## config.mk

```make
export PLATFORM = sky130hd
export DESIGN_NAME = muldiv_unit
export DESIGN_NICKNAME = d
export VERILOG_FILES = /design/src/rtl/muldiv_unit.sv
export SDC_FILE = /design/constraint.sdc
export NUM_CORES = 1
export LEC_CHECK = 0
export CELL_PAD_IN_SITES_DETAIL_PLACEMENT = 1
export CELL_PAD_IN_SITES_GLOBAL_PLACEMENT = 2
export CORE_ASPECT_RATIO = 1.4
export CORE_MARGIN = 8
export CORE_UTILIZATION = 35
export CTS_BUF_LIST = sky130_fd_sc_hd__clkbuf_8
export CTS_CLUSTER_SIZE = 12
export DETAILED_ROUTE_END_ITERATION = 8
export GPL_TIMING_DRIVEN = 0
export HOLD_SLACK_MARGIN = 0.15
export PLACE_DENSITY = 0.92
export RECOVER_POWER = 100
export SLEW_MARGIN = 10
export SYNTH_ARGS = -nofsm -noshare
export SYNTH_HDL_FRONTEND = slang
export SYNTH_SLANG_ARGS = --single-unit
```

## constraint.sdc

```tcl
create_clock -name clk -period 7.2 [get_ports clk]
set_input_delay 2.16 -clock clk [delete_from_list [all_inputs] [get_ports clk]]
set_output_delay 2.16 -clock clk [all_outputs]
set_load 0.02 [all_outputs]
```

## src/rtl/muldiv_unit.sv

```systemverilog
// muldiv_unit: iterative HI/LO multiply/divide unit for the EX stage.
// Serial shift-add MULT/MULTU and restoring DIV/DIVU, 33-cycle latency.
//
// Ports:
//   clk, rst        clock, synchronous active-high reset
//   start, op       begin operation (00 MULT, 01 MULTU, 10 DIV, 11 DIVU)
//   a, b            rs / rt operands, sampled only at start
//   hiWrite/loWrite MTHI/MTLO requests with wdata, honoured only when idle
//   hiloRead        MFHI/MFLO present in ID
//   busy, stallReq  operation in progress / pipeline freeze request
//   done            one-cycle pulse after HI/LO take a result
//   hi, lo          architectural HI and LO registers
module muldiv_unit (
  input  logic        clk,
  input  logic        rst,
  input  logic        start,
  input  logic [1:0]  op,
  input  logic [31:0] a,
  input  logic [31:0] b,
  input  logic        hiWrite,
  input  logic        loWrite,
  input  logic [31:0] wdata,
  input  logic        hiloRead,
  output logic        busy,
  output logic        stallReq,
  output logic        done,
  output logic [31:0] hi,
  output logic [31:0] lo
);

  typedef enum logic [1:0] {
    IDLE,
    MUL,
    DIV,
    FINISH
  } state_t;

  state_t      state;
  logic [4:0]  cnt;
  logic [31:0] mag_a;
  logic [31:0] mag_b;
  logic [63:0] acc;
  logic        neg_a;
  logic        neg_b;
  logic        is_div;
  logic        div_zero;

  // operand conditioning at start
  logic        in_neg_a;
  logic        in_neg_b;
  logic [31:0] in_mag_a;
  logic [31:0] in_mag_b;

  always_comb begin
    in_neg_a = ~op[0] & a[31];
    in_neg_b = ~op[0] & b[31];
    in_mag_a = in_neg_a ? (32'd0 - a) : a;
    in_mag_b = in_neg_b ? (32'd0 - b) : b;
  end

  // multiply step: acc[31:0] holds the remaining multiplier bits,
  // acc[63:32] the running partial sum; 33-bit add keeps the carry.
  logic [32:0] add_sum;
  logic [63:0] mul_next;

  always_comb begin
    add_sum  = {1'b0, acc[63:32]} + {1'b0, mag_a};
    mul_next = acc[0] ? {add_sum, acc[31:1]}
                      : {1'b0, acc[63:1]};
  end

  // restoring divide step: acc = {remainder, dividend/quotient}.
  // The shifted remainder needs 33 bits for the compare; after a
  // successful subtract it always fits back in 32.
  logic [32:0] rem_sh;
  logic        rem_ge;
  logic [31:0] rem_sub;
  logic [63:0] div_next;

  always_comb begin
    rem_sh   = acc[63:31];
    rem_ge   = rem_sh >= {1'b0, mag_b};
    rem_sub  = rem_sh[31:0] - mag_b;
    div_next = rem_ge ? {rem_sub, acc[30:0], 1'b1}
                      : {acc[62:0], 1'b0};
  end

  // sign fix-up; divide-by-zero forces an all-ones quotient while the
  // remainder path already reproduces the original dividend
  logic [63:0] prod;
  logic [31:0] quo;
  logic [31:0] rem;

  always_comb begin
    prod = (neg_a ^ neg_b) ? (64'd0 - acc) : acc;
    quo  = div_zero ? 32'hFFFF_FFFF
         : (neg_a ^ neg_b) ? (32'd0 - acc[31:0])
         : acc[31:0];
    rem  = neg_a ? (32'd0 - acc[63:32]) : acc[63:32];
  end

  // reset gate keeps the freeze request low while reset is applied
  assign stallReq = busy & ~rst &
                    (hiloRead | start | hiWrite | loWrite);

  always_ff @(posedge clk) begin
    if (rst) begin
      state    <= IDLE;
      cnt      <= 5'd0;
      mag_a    <= 32'd0;
      mag_b    <= 32'd0;
      acc      <= 64'd0;
      neg_a    <= 1'b0;
      neg_b    <= 1'b0;
      is_div   <= 1'b0;
      div_zero <= 1'b0;
      busy     <= 1'b0;
      done     <= 1'b0;
      hi       <= 32'd0;
      lo       <= 32'd0;
    end else begin
      done <= 1'b0;
      unique case (state)
        IDLE: begin
          if (start) begin
            neg_a    <= in_neg_a;
            neg_b    <= in_neg_b;
            mag_a    <= in_mag_a;
            mag_b    <= in_mag_b;
            is_div   <= op[1];
            div_zero <= op[1] & (b == 32'd0);
            cnt      <= 5'd0;
            busy     <= 1'b1;
            acc      <= op[1] ? {32'd0, in_mag_a}
                              : {32'd0, in_mag_b};
            state    <= op[1] ? DIV : MUL;
          end else begin
            if (hiWrite) hi <= wdata;
            if (loWrite) lo <= wdata;
          end
        end
        MUL: begin
          acc <= mul_next;
          cnt <= cnt + 5'd1;
          if (cnt == 5'd31) state <= FINISH;
        end
        DIV: begin
          acc <= div_next;
          cnt <= cnt + 5'd1;
          if (cnt == 5'd31) state <= FINISH;
        end
        FINISH: begin
          if (is_div) begin
            hi <= rem;
            lo <= quo;
          end else begin
            hi <= prod[63:32];
            lo <= prod[31:0];
          end
          done  <= 1'b1;
          busy  <= 1'b0;
          state <= IDLE;
        end
        default: state <= IDLE;
      endcase
    end
  end

endmodule

```

==> flow_summary.yaml <==
yosys:
  synth_ff_type: "dfxtp_1"
  syn-num-nets: 2225
  yosys.area.top_type_share_pct: 26.4
  synthArstFlopShare_pct: 0
  synthTopCellsByArea: "dfxtp_1 (26%), a21oi_1 (6.9%), ha_1 (6.0%), xnor2_1 (5.3%), nand2_1 (5.0%)"
  synth_area_leader_cell: "dfxtp_1"
  synth.distinct_cells: 87
  syn_inst: 2045
  ys_seq_area_share_pct: 26.4
  synth-edff-count: 0
  synth.most_common_cell: "a21oi_1"
  ys_warn_count: 0
  ys_ff_latch: 205
  synthesis.area_um2: 15500
  yosys-top-cells-count: "a21oi_1 (214), dfxtp_1 (205), nand2_1 (205)"
  synth_area_per_cell_um2: 7.60
timing:
  hold_violations: 0
  final_max_slew_viol_count: 0
  finalCritPeriodShare_pct: 86.7
  rsz0062_at_grt: "false"
  setup_tns_ns: 0
  finClkSkew_ns: 0.0340
  fin_ws_ns: 0.956
  timing.slew.headroom_pct: 29.0
  setup_violations: 0
  worst_slew_pin_slew_ns: 1.06
  fin_crit_ns: 6.24
  fmax_mhz: 160
finish:
  area_growth_pct: 19.3
  layoutNonFillerInstCount: 2833
  drive_above_1_share_pct: 3.79
  final_area_um2: 18500
  postLayoutCoreUtil_pct: 42.2
  fillers: 5452
  nets: 2430
clock_tree:
  cts_setup_buffers: 0
  htree_levels: 2
  cts.sinks: 205
  cts.repair.resized: 0
  clk_latency_ns: 0.58
  ctsHoldBuffers: 0
  cts_buffers: 35
  clock-root-buffer: "clkbuf_8"
  cts.path.max_buffers: 3
  cts_tree: "yes"
  path_clk_slew_ns: 0.06
worst_setup_path:
  crit_fanout: 10
  r2r_slack_ns: 3.00
  required_ns: 5.04
  timing.rr.end: "hi[17]"
  arrival_ns: 4.08
  worstSetupPathType: "in -> out"
  timing.critical_path.from: "rst"
  cp-start-kind: "input pin"
  reg2reg_depth: 10
  timing.rr.start: "acc[9]"
  endpoint_kind: "primary output"
floorplan:
  start_util_pct: 35.4
  rows: 91
  fp.dieArea_um2: 51500
  ioPinCount: 171
  core_um2: 43900
  die-height_um: 265
  fp.dieW_um: 194
detailed_routing:
  drcViolationCount: 0
  dr_total_vias: 16917
  dr.pass1.iters: 5
  wirelength_um: 73400
  vias_per_cell: 5.97
  wl_per_cell_um: 25.9
  drt_iter0_drc: 1054
  ant_nets: 0
power_and_ir_drop:
  total_leakage_power_nw: 7.51
  ir_worst_vdd_mv: 0.117
  power.density_nw_per_um2: 347
min_path:
  worstHoldStart: "hi[7]"
  hold_end: "hi[7]"
  holdPathStages: 1
  holdCritPathClass: "reg -> reg"
place:
  dp_slack_ns: 1.08
  dp_cells: 2771
  post-dp-hpwl_um: 60800
  portBuffers: 168
  place_area_um2: 17900
  globalplace.congestion: 0.951
global_route:
  gr-total-overflow: 0
  grt_pass1_vias: 17773
  antenna_found_initial: 2
  track_usage_pct: 27.7
  grt_first_pass_wirelength_um: 110000
  grt_max_degree: 11
run:
  cap_violations: 0
outcome:
  status: "completed"
==> layout make-up <==
type | count | area (µm²) | share of cell area [%]
multi-input cells | 1616 | 10500 | 56.6
flip-flops and latches | 205 | 4100 | 22.1
repair buffers | 168 | 1680 | 9.07
well taps | 558 | 698 | 3.77
plain buffers | 152 | 594 | 3.21
clock buffers | 42 | 578 | 3.12
inverters | 72 | 270 | 1.46
clock inverters | 17 | 114 | 0.614
diodes | 3 | 7.51 | 0.0405
==> worst max-delay path: stages <==
cell and delay (ns):
clkbuf_1 0.50, clkbuf_1 0.62, nor3b_1 0.11, dlygate4sd3_1 0.68
==> logic make-up (layout without fill, tap and decap cells) <==
family | Yosys count | in the layout | synth area share, %
simple gates | 619 | 619 | 18.7
mux | 47 | 47 | 3.05
buf+inv | 224 | 451 | 5.56
xor+xnor | 171 | 171 | 9.64
flops | 205 | 205 | 26.4
compound gates | 703 | 703 | 30.4
fa+ha+maj | 76 | 76 | 6.22
other cells | 0 | 3 | 0
==> placed cells by master (no fill, tap or decap), drive strengths merged, types with 80 or more instances in the layout <==
cell,Yosys,layout
o21ai,108,108
clkdlybuf4s50,0,95
xnor2,94,94
a211oi,88,88
nor2,200,200
a21oi,214,214
dfxtp,205,205
inv,71,80
nand2,206,206
clkbuf,130,176
==> sequential cells by signal, indices dropped and copies added, names as in the netlist <==
signal,flops
acc,64
busy,1
cnt,5
div_zero,1
done,1
hi,32
is_div,1
lo,32
mag_a,32
mag_b,32
neg_a,1
neg_b,1
state,2
==> power by group <==
group	leakage [nW]	switching (mW)	total (mW)	internal [mW]
Clock	0.381	0.545	1.11	0.568
Sequential	1.68	0.316	1.79	1.48
Combinational	5.45	2.35	3.53	1.18
Total	7.51	3.21	6.43	3.23
==> metrics by stage <==
step | hold slack (ns) | power [mW]
4_1_cts | 0.453 | 6.50
2_1_floorplan | 0.436 | 3.96
3_3_place_gp | 0.436 | 5.29
6_report | 0.445 | 6.43
3_5_place_dp | 0.439 | 5.38
5_1_grt | 0.461 | 6.79
==> worst max-delay path by stage <==
stage,endpoint
5_1_grt,stallReq
3_5_place_dp,stallReq
6_report,stallReq
2_1_floorplan,stallReq
3_3_place_gp,stallReq
4_1_cts,stallReq
==> layer usage <==
layer | up-vias | GRT usage, % | share of wire [%]
li1 | 7893 | - | -
met1 | 8161 | 29.4 | 38
met2 | 633 | 48.3 | 47
met3 | 230 | 3.38 | 4.6
met4 | 0 | 24.4 | 10
met5 | - | 0 | 0
(Power assumes the default switching activity.)
